### config.mk
export PLATFORM = sky130hd
export DESIGN_NAME = mul_share_arb_flat
export DESIGN_NICKNAME = d
export VERILOG_FILES = /design/src/rtl/mul_share_arb_pkg.sv /design/src/rtl/mul_share_arb_if.sv /design/src/rtl/mul_share_arb_rr.sv /design/src/rtl/mul_share_arb.sv /design/src/flat_wrapper.sv
export SDC_FILE = /design/constraint.sdc
export NUM_CORES = 1
export LEC_CHECK = 0
export ABC_AREA = 1
export BUFFER_PORTS_ARGS = -buffer_cell sky130_fd_sc_hd__buf_2
export CAP_MARGIN = 10
export CELL_PAD_IN_SITES_DETAIL_PLACEMENT = 1
export CELL_PAD_IN_SITES_GLOBAL_PLACEMENT = 1
export CORE_MARGIN = 1
export CORE_UTILIZATION = 35
export CTS_BUF_LIST = sky130_fd_sc_hd__clkbuf_4
export CTS_CLUSTER_DIAMETER = 80
export DETAILED_ROUTE_END_ITERATION = 7
export PLACE_DENSITY_LB_ADDON = 0.12
export SETUP_SLACK_MARGIN = 0.5
export SLEW_MARGIN = 10
export SYNTH_ARGS = -nofsm -noshare
export SYNTH_HDL_FRONTEND = slang
export SYNTH_SLANG_ARGS = --single-unit
### constraint.sdc
create_clock -name clk -period 3.1 [get_ports clk]
set_input_delay 0.62 -clock clk [delete_from_list [all_inputs] [get_ports clk]]
set_output_delay 0.62 -clock clk [all_outputs]
set_load 0.005 [all_outputs]
### src/rtl/mul_share_arb_pkg.sv
// Shared types and widths for the mul_share_arb slice.
//   state_t : scheduler FSM states (IDLE, MUL, RESP)
//   OP_W    : signed operand width fed to the multiplier
//   PROD_W  : full-precision signed product width
package mul_share_pkg;

    typedef enum logic [1:0] {
        IDLE = 2'd0,
        MUL  = 2'd1,
        RESP = 2'd2
    } state_t;

    localparam int unsigned OP_W   = 4;
    localparam int unsigned PROD_W = 8;

endpackage

### src/rtl/mul_share_arb_if.sv
// Requester / response bus of mul_share_arb.
//   req_valid/req_ready : per-requester handshake (ready is one-hot or zero)
//   req_a/req_b         : packed signed operands, requester i at [4i+3:4i]
//   rsp_valid/rsp_ready : response handshake
//   rsp_id/rsp_p        : owner index and signed product
// Modports: slave = scheduler side, master = requesters plus consumer.
interface mul_share_arb_if
    import mul_share_pkg::*;
#(
    parameter int unsigned NUM_REQ = 4,
    parameter int unsigned ID_W    = $clog2(NUM_REQ)
);
    logic [NUM_REQ-1:0]      req_valid;
    logic [NUM_REQ-1:0]      req_ready;
    logic [OP_W*NUM_REQ-1:0] req_a;
    logic [OP_W*NUM_REQ-1:0] req_b;
    logic                    rsp_valid;
    logic                    rsp_ready;
    logic [ID_W-1:0]         rsp_id;
    logic [PROD_W-1:0]       rsp_p;

    modport slave (
        input  req_valid, req_a, req_b, rsp_ready,
        output req_ready, rsp_valid, rsp_id, rsp_p
    );

    modport master (
        output req_valid, req_a, req_b, rsp_ready,
        input  req_ready, rsp_valid, rsp_id, rsp_p
    );
endinterface

### src/rtl/mul_share_arb_rr.sv
// Combinational round-robin picker.
//   req : request vector
//   ptr : highest-priority index this cycle
//   gnt : one-hot grant (zero when no request)
//   idx : encoded grant index
//   any : at least one request present
module rr_arb_onehot #(
    parameter int unsigned N  = 4,
    parameter int unsigned IW = $clog2(N)
) (
    input  logic [N-1:0]  req,
    input  logic [IW-1:0] ptr,
    output logic [N-1:0]  gnt,
    output logic [IW-1:0] idx,
    output logic          any
);
    logic [2*N-1:0] dbl;
    logic [N-1:0]   rot;
    logic [IW-1:0]  off;
    logic [IW:0]    sum;

    always_comb begin
        // Rotate so ptr lands at bit 0, then a fixed-priority scan finds the
        // first requester at or after ptr with wrap.
        dbl = {req, req} >> ptr;
        rot = dbl[N-1:0];
        off = '0;
        for (int unsigned k = N; k > 0; k--) begin
            if (rot[k-1]) begin
                off = IW'(k - 1);
            end
        end
        any = |req;
        sum = {1'b0, ptr} + {1'b0, off};
        idx = (sum >= (IW+1)'(N)) ? IW'(sum - (IW+1)'(N)) : sum[IW-1:0];
        gnt = '0;
        gnt[idx] = any;
    end
endmodule

### src/rtl/mul_share_arb.sv
// Round-robin scheduler sharing one external 4x4 signed multiplier.
//   clk, rst_n     : clock, asynchronous active-low reset
//   bus (slave)    : requester handshake/operands and response port
//   mul_a, mul_b   : registered operands to the multiplier
//   mul_p          : product returned by the multiplier
//   busy           : high whenever not idle
//   op_count       : completed response handshakes, wraps silently
module mul_share_arb
    import mul_share_pkg::*;
#(
    parameter int unsigned NUM_REQ = 4,
    parameter int unsigned ID_W    = $clog2(NUM_REQ)
) (
    input  logic              clk,
    input  logic              rst_n,
    mul_share_arb_if.slave    bus,
    output logic [OP_W-1:0]   mul_a,
    output logic [OP_W-1:0]   mul_b,
    input  logic [PROD_W-1:0] mul_p,
    output logic              busy,
    output logic [15:0]       op_count
);
    state_t              state;
    logic [ID_W-1:0]     rr_ptr;
    logic [ID_W-1:0]     id_q;
    logic [ID_W-1:0]     g_idx;
    logic [NUM_REQ-1:0]  g_onehot;
    logic                g_any;

    rr_arb_onehot #(.N(NUM_REQ), .IW(ID_W)) u_arb (
        .req (bus.req_valid),
        .ptr (rr_ptr),
        .gnt (g_onehot),
        .idx (g_idx),
        .any (g_any)
    );

    // Grant is only offered while idle; gating with rst_n keeps it zero
    // during reset even though the FSM already sits in IDLE.
    always_comb begin
        bus.req_ready = '0;
        if (rst_n && state == IDLE) begin
            bus.req_ready = g_onehot;
        end
    end

    always_ff @(posedge clk or negedge rst_n) begin
        if (!rst_n) begin
            state         <= IDLE;
            rr_ptr        <= '0;
            id_q          <= '0;
            mul_a         <= '0;
            mul_b         <= '0;
            bus.rsp_valid <= 1'b0;
            bus.rsp_id    <= '0;
            bus.rsp_p     <= '0;
            busy          <= 1'b0;
            op_count      <= '0;
        end else begin
            case (state)
                IDLE: begin
                    if (g_any) begin
                        mul_a  <= bus.req_a[g_idx*OP_W +: OP_W];
                        mul_b  <= bus.req_b[g_idx*OP_W +: OP_W];
                        id_q   <= g_idx;
                        rr_ptr <= (32'(g_idx) == NUM_REQ - 1) ? '0 : g_idx + 1'b1;
                        busy   <= 1'b1;
                        state  <= MUL;
                    end
                end
                MUL: begin
                    bus.rsp_p     <= mul_p;
                    bus.rsp_id    <= id_q;
                    bus.rsp_valid <= 1'b1;
                    state         <= RESP;
                end
                RESP: begin
                    if (bus.rsp_ready) begin
                        bus.rsp_valid <= 1'b0;
                        op_count      <= op_count + 16'd1;
                        busy          <= 1'b0;
                        state         <= IDLE;
                    end
                end
                default: begin
                    state <= IDLE;
                end
            endcase
        end
    end
endmodule

### src/flat_wrapper.sv
// flat-port wrapper written by rule: the top's interface ports become plain ports
module mul_share_arb_flat import mul_share_pkg::*;
#(
    parameter int unsigned NUM_REQ = 4,
    parameter int unsigned ID_W    = $clog2(NUM_REQ)
)
  (clk, rst_n, mul_a, mul_b, mul_p, busy, op_count, bus_req_valid, bus_req_a, bus_req_b, bus_rsp_ready, bus_req_ready, bus_rsp_valid, bus_rsp_id, bus_rsp_p);
  mul_share_arb_if #(.NUM_REQ(NUM_REQ), .ID_W(ID_W)) bus_i ();
  input  logic clk;
  input  logic rst_n;
  output logic [OP_W-1:0] mul_a;
  output logic [OP_W-1:0] mul_b;
  input  logic [PROD_W-1:0] mul_p;
  output logic busy;
  output logic [15:0] op_count;
  input wire logic [$bits(bus_i.req_valid)-1:0] bus_req_valid;
  input wire logic [$bits(bus_i.req_a)-1:0] bus_req_a;
  input wire logic [$bits(bus_i.req_b)-1:0] bus_req_b;
  input wire logic [$bits(bus_i.rsp_ready)-1:0] bus_rsp_ready;
  output wire logic [$bits(bus_i.req_ready)-1:0] bus_req_ready;
  output wire logic [$bits(bus_i.rsp_valid)-1:0] bus_rsp_valid;
  output wire logic [$bits(bus_i.rsp_id)-1:0] bus_rsp_id;
  output wire logic [$bits(bus_i.rsp_p)-1:0] bus_rsp_p;
  assign bus_i.req_valid = bus_req_valid;
  assign bus_i.req_a = bus_req_a;
  assign bus_i.req_b = bus_req_b;
  assign bus_i.rsp_ready = bus_rsp_ready;
  assign bus_req_ready = bus_i.req_ready;
  assign bus_rsp_valid = bus_i.rsp_valid;
  assign bus_rsp_id = bus_i.rsp_id;
  assign bus_rsp_p = bus_i.rsp_p;
  mul_share_arb #(.NUM_REQ(NUM_REQ), .ID_W(ID_W)) u_core (.clk(clk), .rst_n(rst_n), .bus(bus_i), .mul_a(mul_a), .mul_b(mul_b), .mul_p(mul_p), .busy(busy), .op_count(op_count));
endmodule
==> results.md, run 1 <==
* Status: complete, no violations
* Tmin final at 3.087 ns
* Top sig layer: met4
* Cells along the critical path: clkinv_4 > nand2_8 > nand3_2 > nand2_2 > nand3_2 > a21boi_2 > ha_2 > xor2_4 > inv_2 > nand3_4 > nand2_8 > ha_4 > nand2_2 > nor2_1 > buf_2
* Async SR Flop Fraction at 100.0%
* GRT Total Usage at 17.85%
* Most common cell in the netlist: nand2_1
* Total of max-cap violations at 0
* Routability Congestion at 0.8039
* Avg Vias per Cell at 4.709
* EDFF count, synth at 0
* Slowest cell on crit path: dfrtp_2
* Final Skew at 0.01131 ns
* RSZ-0062 raised after global routing: yes
* Rel. slew slack at 62.43%
* Syn avg cell area at 8.890 um2
* Routed Wire Length at 5.990 mm
* Critical path start-end classification: reg2out
* Core ar. at 6314 um2
* Final nets at 415
* Vias at 2086
* Share of the synthesized area in the top cell type at 46.18%
* Largest net degree at the start of global routing at 39
* Worst-margin pin slew at 0.5615 ns
* Place WS at 0.07715 ns
* Register area share after synthesis at 46.18%
* CP max stage delay at 0.48 ns
* Share of layout cells above drive strength 1 at 45.90%
* Final Worst Setup Slack at 0.01255 ns
* Grt ovf at 0
* Clock sink count at 42
* PD cells at 1112 nW/um2
* Area growth, synth to finish at 38.81%
* Yosys reg bits at 42
* Syn_nets at 306
* Period utilization at 99.60%
* CTS tree: yes
* Cts bufs inserted at 5
* Most frequently used flop master after synthesis: dfrtp_1
* First-pass GRT wire length at 9.163 mm
* Yosys warns at 0
* Die Height at 82.64 um
* DR WL/cell at 13.52 um
* Skew-Pair Late Insertion Delay at 0.35 ns
* Row cnt at 29
* Synthesized area at 2276 um2
* Worst endpoint required time at 2.48 ns
* WL met2 at 3.023 mm
* Final number of max-transition violations at 0
* Detailed Routing Iterations Pass 1 at 4
* Area contributors post-synth: dfrtp_1 (46%), nand2_1 (13%), mux2i_1 (7.0%)
* Met3 Routed Length at 242 um
* Max FO, Critical Path at 6
* CTS root buffer: clkbuf_4
* Synth cell count leaders: nand2_1 (81), dfrtp_1 (42), nand3_1 (23), inv_1 (16), mux2i_1 (16)
* # diodes at 0
* Cts hold-fix bufs at 0
* Worst hold-check path type: in2async
* CTS max path bufs at 2
* Final hold vios at 0
* Die Area at 6829 um2
* DR iter-0 viols at 78
* Final HPWL DP at 4.425 mm
* Fmax at 0.3239 GHz
* Mapped Cells at 256
* Htree depth at 2
* Post-DRT Antenna Nets at 0
* Chip Width at 82.64 um
* Synth area leader: dfrtp_1
* Critical path endpoint category: output port
* Pleak at 1.713 nW
* Worst EP arrival at 2.47 ns
* Metal-1 WL at 2.662 mm
* Number of port buffers at 86
* Synth unique cells at 28
* IO Pins at 87
* Initial antenna violation count at 0
* Initial core utilization at 36.05%
* VDD IR max at 0.6841 mV
* Critical path startpoint category: flip-flop
* Vias in the first global route at 1947
* Sum of negative setup slack at 0 ns
* DRC at 0
* Worst-path clk slew at 0.13 ns
* Final setup fails at 0
## area by class of cell
class | count | area [um2]
fillers | 795 | 3154
multi-input cells | 187 | 1236
flip-flops and latches | 42 | 1054
repair buffers | 108 | 606.8
well taps | 77 | 96.34
inverters | 21 | 83.83
clock buffers | 7 | 52.55
clock inverters | 1 | 30.03
## flip-flops by register name, summed over array words and instances, names as in the netlist
name                  cells
u_core.bus.rsp_id         2
u_core.bus.rsp_p          8
u_core.bus.rsp_valid      1
u_core.busy               1
u_core.id_q               2
u_core.mul_a              4
u_core.mul_b              4
u_core.op_count          16
u_core.rr_ptr             2
u_core.state              2
## layer usage
layer / vias up / global-route usage [%]
li1: 1037 / -
met1: 994 / 22.67
met2: 51 / 30.74
met3: 4 / 3.187
met4: 0 / 5.172
met5: - / 0
## timing repair
action | in CTS | in global routing
resized for setup | 12 | 7
gates cloned | 0 | 0
pin swaps | 8 | 3
buffers inserted | 8 | 10
setup endpoints to repair | 4 | 4
## layout by cell type, fill, tap and decap left out, drive strengths merged
cell | Yosys | final
bufinv | 0 | 1
nand3b | 1 | 1
xor2 | 11 | 11
o21ai | 6 | 6
clkinv | 0 | 1
mux2i | 16 | 16
nor3 | 3 | 3
a21oi | 2 | 2
dfrtp | 42 | 42
buf | 4 | 108
ha | 3 | 3
nor4 | 1 | 1
inv | 21 | 20
xnor2 | 4 | 4
o22ai | 1 | 1
a21boi | 1 | 1
nand3 | 32 | 32
clkbuf | 2 | 7
nand2 | 91 | 91
nor2 | 15 | 15
## worst paths after layout
kind                                     start                   to  slack [ns]  depth (start not counted)
min reg2reg                u_core.bus.rsp_p[3]  u_core.bus.rsp_p[3]        0.48                          2
max                           u_core.rr_ptr[0]     bus_req_ready[3]        0.01                         15
max in group asynchronous                rst_n     u_core.rr_ptr[0]        2.26                          2
min in group clk                      mul_p[5]  u_core.bus.rsp_p[5]        0.46                          3
max reg2reg                   u_core.rr_ptr[0]      u_core.mul_b[3]        0.76                         16
min                                      rst_n      u_core.mul_b[0]        0.11                          1
## cells by family after synthesis
logic type / Yosys count / share of synthesized area, %
and+or+nand+nor: 143 / 31.45
DFF: 42 / 46.18
buffers and inverters: 27 / 5.223
muxes: 16 / 7.037
xor gates and xnor gates: 15 / 6.102
AOI/OAI and AO/OA: 10 / 2.364
adders and majority gates: 3 / 1.649
## per-stage QoR
| step | total power [mW] | instances | hold WS [ns] | utilization, % | area (um2) |
|---|---|---|---|---|---|
| after global placement | 2.732 | 417 | 0.4480 | 45.46 | 2870 |
| final | 3.514 | 443 | 0.1067 | 50.04 | 3159 |
| after global routing | 3.818 | 443 | 0.09711 | 50.04 | 3159 |
| after CTS | 3.380 | 433 | 0.08575 | 48.51 | 3063 |
| after detailed placement | 2.768 | 417 | 0.4546 | 45.46 | 2870 |
| after floorplan | 2.331 | 256 | 0.3244 | - | 2370 |
## power breakdown
group | total (mW) | internal, mW | leakage, nW | switching (mW)
logic | 2.25 | 1.03 | 1.15 | 1.22
registers | 0.899 | 0.750 | 0.518 | 0.150
clock network | 0.367 | 0.189 | 0.0463 | 0.178
total | 3.51 | 1.97 | 1.71 | 1.54
## worst max-delay path: cells and delay by family, from the launching register on
family | cells | cell delay, ns
compound gates | 1 | 0.13
flops | 1 | 0.48
fa+ha+maj | 2 | 0.39
xor+xnor | 1 | 0.20
buf+inv | 3 | 0.36
simple gates | 8 | 0.57
No activity file was read; power rests on OpenSTA's default activity.
==> run 2: changes to the inputs <==
Settings changed: SYNTH_HIERARCHICAL set to 1.
==> run 2 against run 1 <==
  * Critical path depth is 1 lower
  * Cell count is 7.4% higher
  * Hold slack better by 0.22 ns
  * Synthesized cell count is 18% higher
  * Largest cell class unchanged
==> results.md, run 2 <==
* Status: complete, no violations
* Area contributors post-synth: dfrtp_1 (44%), nand2_1 (14%), nor2_1 (6.1%)
* Critical path start-end classification: reg2out
* Syn avg cell area at 7.899 um2 (-11%)
* Area growth, synth to finish at 29.06%
* Final Worst Setup Slack at 0.1669 ns (+0.1543 ns)
* Synthesized area at 2394 um2 (+5.2%)
* Top Registers: u_core/op_count x16, u_core/bus.rsp_p x8
* DRC at 0 (unchanged)
* EDFF count, synth at 0 (unchanged)
* Worst hold-check path type: in2async
* DR iter-0 viols at 106 (+36%)
* Chip Width at 84.70 um (+2.5%)
* Fmax at 0.3409 GHz (+5.3%)
* Async SR Flop Fraction at 100.0% (unchanged)
* Tmin final at 2.933 ns (-0.1543 ns)
* Max FO, Critical Path at 7 (+1)
* RSZ-0062 raised after global routing: yes
* Detailed Routing Iterations Pass 1 at 7 (+3)
* Die Area at 7173 um2 (+5.0%)
* Area after DPL at 2878 um2 (+0.26%)
* Clock sink count at 42 (unchanged)
* Final setup fails at 0 (unchanged)
* VDD IR max at 0.4510 mV (-34%)
* CP max stage delay at 0.49 ns (about the same)
* Worst endpoint required time at 2.48 ns (about the same)
* IO Pins at 87 (unchanged)
* Skew-Pair Late Insertion Delay at 0.36 ns (about the same)
* Period utilization at 94.62% (-5.0 points)
* Final number of max-transition violations at 0 (unchanged)
* Avg Vias per Cell at 4.916 (+4.4%)
* Top reg by flops: u_core/op_count
* Core ar. at 6459 um2 (+2.3%)
* Critical path startpoint category: flip-flop
* Fillcell total at 851 (+7.0%)
* Worst EP arrival at 2.31 ns (-0.16 ns)
* Final Skew at 0.02354 ns (+0.01223 ns)
* Yosys warns at 6 (+6)
* Initial antenna violation count at 0 (unchanged)
* Sequential fraction of design power at 28.7% (+3.1 points)
* Worst-path clk slew at 0.14 ns (about the same)
* Multi-input logic area at 1255 um2 (+1.5%)
* Mapped Cells at 303 (+18%)
* Post-DRT Antenna Nets at 0 (unchanged)
* Most frequent cells in the layout: buf_2 (86), nand2_1 (81), dfrtp_1 (40)
* # diodes at 0 (unchanged)
* Die Height at 84.70 um (+2.5%)
* Grt ovf at 0 (unchanged)
* CTS max path bufs at 2 (unchanged)
* Yosys reg bits at 42 (unchanged)
* Synth unique cells at 28 (unchanged)
* Share of the synthesized area in the top cell type at 43.91% (-2.3 points)
* Clk pwr share at 8.4% (-2.0 points)
* CTS root buffer: clkbuf_4
* GRT Total Usage at 19.48% (+1.6 points)
* Initial core utilization at 37.06% (+1.0 points)
* Placed cells at 462 (+11%)
* Syn_nets at 354 (+16%)
* Final nets at 450 (+8.4%)
* Slowest cell on crit path: dfrtp_2
* Rel. slew slack at 62.87% (+0.44 points)
* Cts bufs inserted at 5 (unchanged)
* Vias at 2340 (+12%)
* Routed Wire Length at 6.623 mm (+11%)
* Synth area leader: dfrtp_1
* Pint at 1.633 mW (-17%)
* Share of layout cells above drive strength 1 at 39.10% (-6.8 points)
* Routability Congestion at 0.8014 (-0.31%)
* Row cnt at 29 (unchanged)
* Psw at 1.520 mW (-1.6%)
* Register area share after synthesis at 43.91% (-2.3 points)
* Fin cells at 476 (+7.4%)
* Total power draw at 3.153 mW (-10%)
* Max reg flops at 16 (unchanged)
* PD cells at 1021 nW/um2 (-8.2%)
* Comb pwr share at 62.9% (-1.1 points)
* Commonest non-fill, non-tap cell in the layout: buf_2
* Design area at 3089 um2 (-2.2%)
* Total of max-cap violations at 0 (unchanged)
* Place WS at 0.1500 ns (+0.07288 ns)
* Most common cell in the netlist: nand2_1
* Sw Share at 48.22% (+4.3 points)
* Register area at 1054 um2 (unchanged)
* Number of port buffers at 86 (unchanged)
* Critical path endpoint category: output port
* Largest net degree at the start of global routing at 43 (+10%)
* Final hold vios at 0 (unchanged)
* Final HPWL DP at 4.833 mm (+9.2%)
* Pleak at 1.643 nW (-4.1%)
* First-pass GRT wire length at 11.20 mm (+22%)
* Most frequently used flop master after synthesis: dfrtp_1
* Synth cell count leaders: nand2_1 (89), dfrtp_1 (42), nor2_1 (39), inv_1 (28), o21ai_0 (20)
* CTS tree: yes
* Htree depth at 2 (unchanged)
* Vias in the first global route at 2502 (+29%)
* DR WL/cell at 13.91 um (+2.9%)
* Cells along the critical path: nand2_1 > nand3_2 > nand2_2 > nand3_2 > a21boi_2 > ha_2 > xnor2_2 > inv_1 > nand2_4 > nand2_8 > nor2_2 > inv_1 > nor2_1 > buf_2
* Fin util at 47.83% (-2.2 points)
* Cts hold-fix bufs at 0 (unchanged)
* Worst-margin pin slew at 0.5570 ns (-0.004584 ns)
-- run 2: changes by cell type after synthesis, sizes merged, moves of 2 or more --
cell	before	now
o21ai	6	20
nand2	91	95
clkbuf	2	0
mux2	0	9
mux2i	16	0
buf	4	6
o22ai	1	7
xor2	11	7
inv	21	34
nand4	0	5
nor2	15	42
nand3	32	21
-- run 2: path summary, 6_finish.rpt --
kind,start,end,slack (ns),depth (start not counted)
worst min register to register,u_core/bus.rsp_valid,u_core/bus.rsp_valid,0.49,2
worst max-delay path,u_core/rr_ptr[0],bus_req_ready[1],0.17,14
min in group clk,bus_rsp_ready,u_core/state[1],0.47,2
worst min-delay path,rst_n,u_core/op_count[9],0.33,2
max in group asynchronous,rst_n,u_core/rr_ptr[1],2.35,2
worst max register to register,u_core/rr_ptr[0],u_core/mul_a[1],0.71,16
-- run 2: power by group through the flow --
stage / combinational, mW / clock [mW] / sequential, mW
5_1_grt: 2.26 / 0.292 / 0.938
3_3_place_gp: 1.66 / 0 / 0.901
4_1_cts: 1.93 / 0.279 / 0.909
2_1_floorplan: 1.26 / 0 / 0.909
3_5_place_dp: 1.71 / 0 / 0.913
6_report: 1.98 / 0.264 / 0.906
-- run 2: layout make-up --
class	count	share of cell area (%)
clock buffers	5	1.215
flip-flops and latches	42	34.10
inverters	35	4.496
repair buffers	94	15.88
repair inverters	1	0.2430
well taps	77	3.119
clock inverters	2	0.3240
multi-input cells	220	40.62
-- run 2: timing repair --
action	in CTS	in global routing
cloned	0	1
buffers inserted	5	1
pin swaps	8	5
endpoints found under the setup margin	4	12
resized for setup	24	7
-- run 2: cells by family after synthesis --
group / share of synthesized area (%)
DFF: 43.91
and+or+nand+nor: 30.84
xor gates and xnor gates: 3.659
adders and majority gates: 2.091
buffers and inverters: 7.945
muxes: 4.234
AOI/OAI and AO/OA: 7.319
-- run 2: stage by stage --
| step | setup TNS (ns) | hold WS, ns |
|---|---|---|
| 5_1_grt | -0.01512 | 0.3812 |
| 2_1_floorplan | 0 | 0.3244 |
| 3_5_place_dp | 0 | 0.4600 |
| 4_1_cts | 0 | 0.3435 |
| 3_3_place_gp | 0 | 0.4611 |
| 6_report | 0 | 0.3298 |
-- run 2: worst max-delay path: cells and delay by family (launching register included) --
family | cells | cell delay [ns]
AO/OA/AOI/OAI | 1 | 0.15
AND/OR/NAND/NOR | 8 | 0.73
XOR/XNOR | 1 | 0.14
adder cells (fa/ha/maj) | 1 | 0.21
buffers and inverters | 3 | 0.25
flip-flops | 1 | 0.49
-- run 2: routing by layer --
metal | wire (um) | GRT usage (%) | vias up
met3 | 299 | 4.621 | 4
met4 | 41 | 3.698 | 0
met1 | 2949 | 23.06 | 1131
met2 | 3333 | 35.99 | 51
li1 | - | - | 1154
met5 | 0 | 0 | -
==> run 3: changes to the inputs <==
Settings changed: CORE_UTILIZATION 35 to 36.
Clock period 3.1 ns to 2.7 ns, I/O delays scaled along.
==> run 3 against run 2 <==
  * The flow now finishes with violations (negative setup slack)
  * Register-to-register slack lost 0.51 ns
  * Clock skew shrank 0.013 ns
  * Global-route usage grew 0.59 points
  * Combinational power grew 38%
  * Cell count grew 1.5%
  * First-iteration DRC count shrank 56%
  * Core utilization grew 2.5 points
  * Cell area grew 4.1%
  * Die area shrank 2.7%
  * Largest cell class unchanged
==> results.md, run 3 (same netlist as run 2, synthesis figures left out) <==
* Fillcell total at 826 (-2.9%)
* Worst-path clk slew at 0.13 ns (about the same)
* PD cells at 1279 nW/um2 (+25%)
* Worst EP arrival at 2.33 ns (+0.02 ns)
* Final hold slack at 0.2660 ns (-0.06382 ns)
* Rel. slew slack at 63.13% (+0.26 points)
* Total of max-cap violations at 0 (unchanged)
* DRC at 0 (unchanged)
* Grt met2 use at 35.32% (-0.67 points)
* GR met3 Demand/Resource at 4.352% (-0.27 points)
* Critical path start-end classification: reg2out
* CTS max path bufs at 2 (unchanged)
* Final nets at 456 (+1.3%)
* Final setup fails at 4 (+4)
* First-pass GRT wire length at 11.27 mm (+0.68%)
* DR iter-0 viols at 47 (-56%)
* CTS root buffer: clkbuf_4
* Cts bufs inserted at 5 (unchanged)
* Vias in the first global route at 2436 (-2.6%)
* Final hold vios at 0 (unchanged)
* Core ar. at 6386 um2 (-1.1%)
* Final number of max-transition violations at 0 (unchanged)
* Register area at 1054 um2 (unchanged)
* Max FO, Critical Path at 7 (unchanged)
* Final HPWL DP at 4.807 mm (-0.53%)
* Routability Congestion at 0.7680 (-4.2%)
* Grt ovf at 0 (unchanged)
* Area growth, synth to finish at 34.34%
* Initial antenna violation count at 0 (unchanged)
* Worst-margin pin slew at 0.5531 ns (-0.003904 ns)
* RSZ-0062 raised after global routing: yes
* Chip Width at 83.54 um (-1.4%)
* Period utilization at 106.2%
* Die Area at 6979 um2 (-2.7%)
* FF-to-FF Start: u_core/rr_ptr[0]
* Max reg flops at 16 (unchanged)
* R2R Path End: u_core/mul_b[2]
* Most frequent cells in the layout: buf_2 (86), nand2_1 (82), dfrtp_1 (40)
* Tmin final at 2.869 ns
* Row cnt at 29 (unchanged)
* Number of port buffers at 86 (unchanged)
* Worst R2R Setup Slack at 0.20 ns (-0.51 ns)
* Routed Wire Length at 6.720 mm (+1.5%)
* VDD IR max at 0.6747 mV (+50%)
* Initial core utilization at 37.48% (+0.42 points)
* Largest net degree at the start of global routing at 43 (unchanged)
* Detailed Routing Iterations Pass 1 at 4 (-3)
* Reg2Reg Depth at 17 (+1)
* Vias at 2364 (+1.0%)
* Top reg by flops: u_core/op_count
* GRT Max-Usage Layer: met2
* GRT Total Usage at 20.06% (+0.59 points)
* DR WL/cell at 13.91 um (about the same)
* Global routing usage on met1 at 24.97% (+1.9 points)
* Share of layout cells above drive strength 1 at 42.86% (+3.8 points)
* Top Registers: u_core/op_count x16, u_core/bus.rsp_p x8
* Final Worst Setup Slack at -0.1685 ns (-0.3354 ns)
* IO Pins at 87 (unchanged)
* CTS tree: yes
* Die Height at 83.54 um (-1.4%)
* Worst hold-check path type: in2async
* Total power draw at 4.114 mW (+30%)
* Critical path endpoint category: output port
* Clock sink count at 42 (unchanged)
* Htree depth at 2 (unchanged)
* Placed cells at 463 (+0.22%)
* Pleak at 1.695 nW (+3.2%)
* Final Skew at 0.01041 ns (-0.01313 ns)
* # diodes at 0 (unchanged)
* Post-DRT Antenna Nets at 0 (unchanged)
* Critical path startpoint category: flip-flop
* Avg Vias per Cell at 4.894 (-0.44%)
* Commonest non-fill, non-tap cell in the layout: buf_2
* Status: finished, violations left
* Multi-input logic area at 1310 um2 (+4.4%)
* Fmax at 0.3486 GHz
* Worst endpoint required time at 2.16 ns (-0.32 ns)
* Fin cells at 483 (+1.5%)
* Skew-Pair Late Insertion Delay at 0.36 ns (about the same)
* Failing checks: negative setup slack
run 3: changes by cell type in the layout (fill, tap and decap cells not counted), moves of 2 or more:
cell     delta
o21ai_0    -16
o21ai_1     +8
o21ai_2     +8
buf_6       +4
buf_4       +2
ha_1        -2
ha_4        +2
nand2_2     -2
nand2_4     +2
run 3: cell type report:
cell class              count  area share, %
multi-input cells         220          40.74
flip-flops and latches     42          32.76
repair buffers            100          17.12
inverters                  35          4.475
well taps                  77          2.996
clock buffers               5          1.167
clock inverters             3         0.5058
repair inverters            1         0.2335
run 3: critical path: stages (launching register included):
cell and delay, ns:
dfrtp_2 0.52, inv_4 0.08, nand2_2 0.08, nand3_2 0.07, nand2_2 0.09, nand3_2 0.06, a21boi_2 0.17, ha_2 0.21
xnor2_2 0.12, nand3_2 0.16, a21oi_2 0.16, inv_1 0.04, nor2_1 0.08, buf_2 0.12
run 3: worst max-delay path by stage:
stage                          start          endpoint  slack (ns)  cells after the start
finish              u_core/rr_ptr[0]  bus_req_ready[2]       -0.17                     13
global route        u_core/rr_ptr[0]  bus_req_ready[3]       -0.33                     13
CTS                 u_core/rr_ptr[0]  bus_req_ready[1]       -0.15                     15
detailed placement  bus_req_valid[3]  bus_req_ready[1]        0.06                     15
global placement    bus_req_valid[3]  bus_req_ready[1]        0.14                     15
floorplan           bus_req_valid[3]  bus_req_ready[1]        0.39                     13
run 3: power breakdown:
group	internal, mW	switching [mW]	leakage [nW]
registers	0.866	0.190	0.506
logic	1.18	1.57	1.16
clock network	0.0971	0.217	0.0286
run 3: metrics by stage:
step	util, %	area (um2)	setup WS, ns	TNS, ns
after floorplan	-	2435	0.3925	0
after global placement	45.83	2927	0.1370	0
after detailed placement	45.83	2927	0.05553	0
after CTS	48.71	3110	-0.1518	-0.5693
after global routing	50.35	3216	-0.3280	-1.249
final	50.35	3216	-0.1685	-0.6261
run 3: what timing repair did:
| action | CTS | global route |
|---|---|---|
| gates cloned | 2 | 0 |
| setup buffers | 7 | 3 |
| pin swaps | 11 | 21 |
| hold buffers | 0 | 0 |
| setup endpoints to repair | 14 | 16 |
| gates resized for setup | 18 | 37 |
run 3: metal layers:
layer / wire, um / part of all wire (%)
met2: 3220 / 48
met1: 3098 / 46
met4: 68 / 1.0
met5: 0 / 0
met3: 332 / 4.9
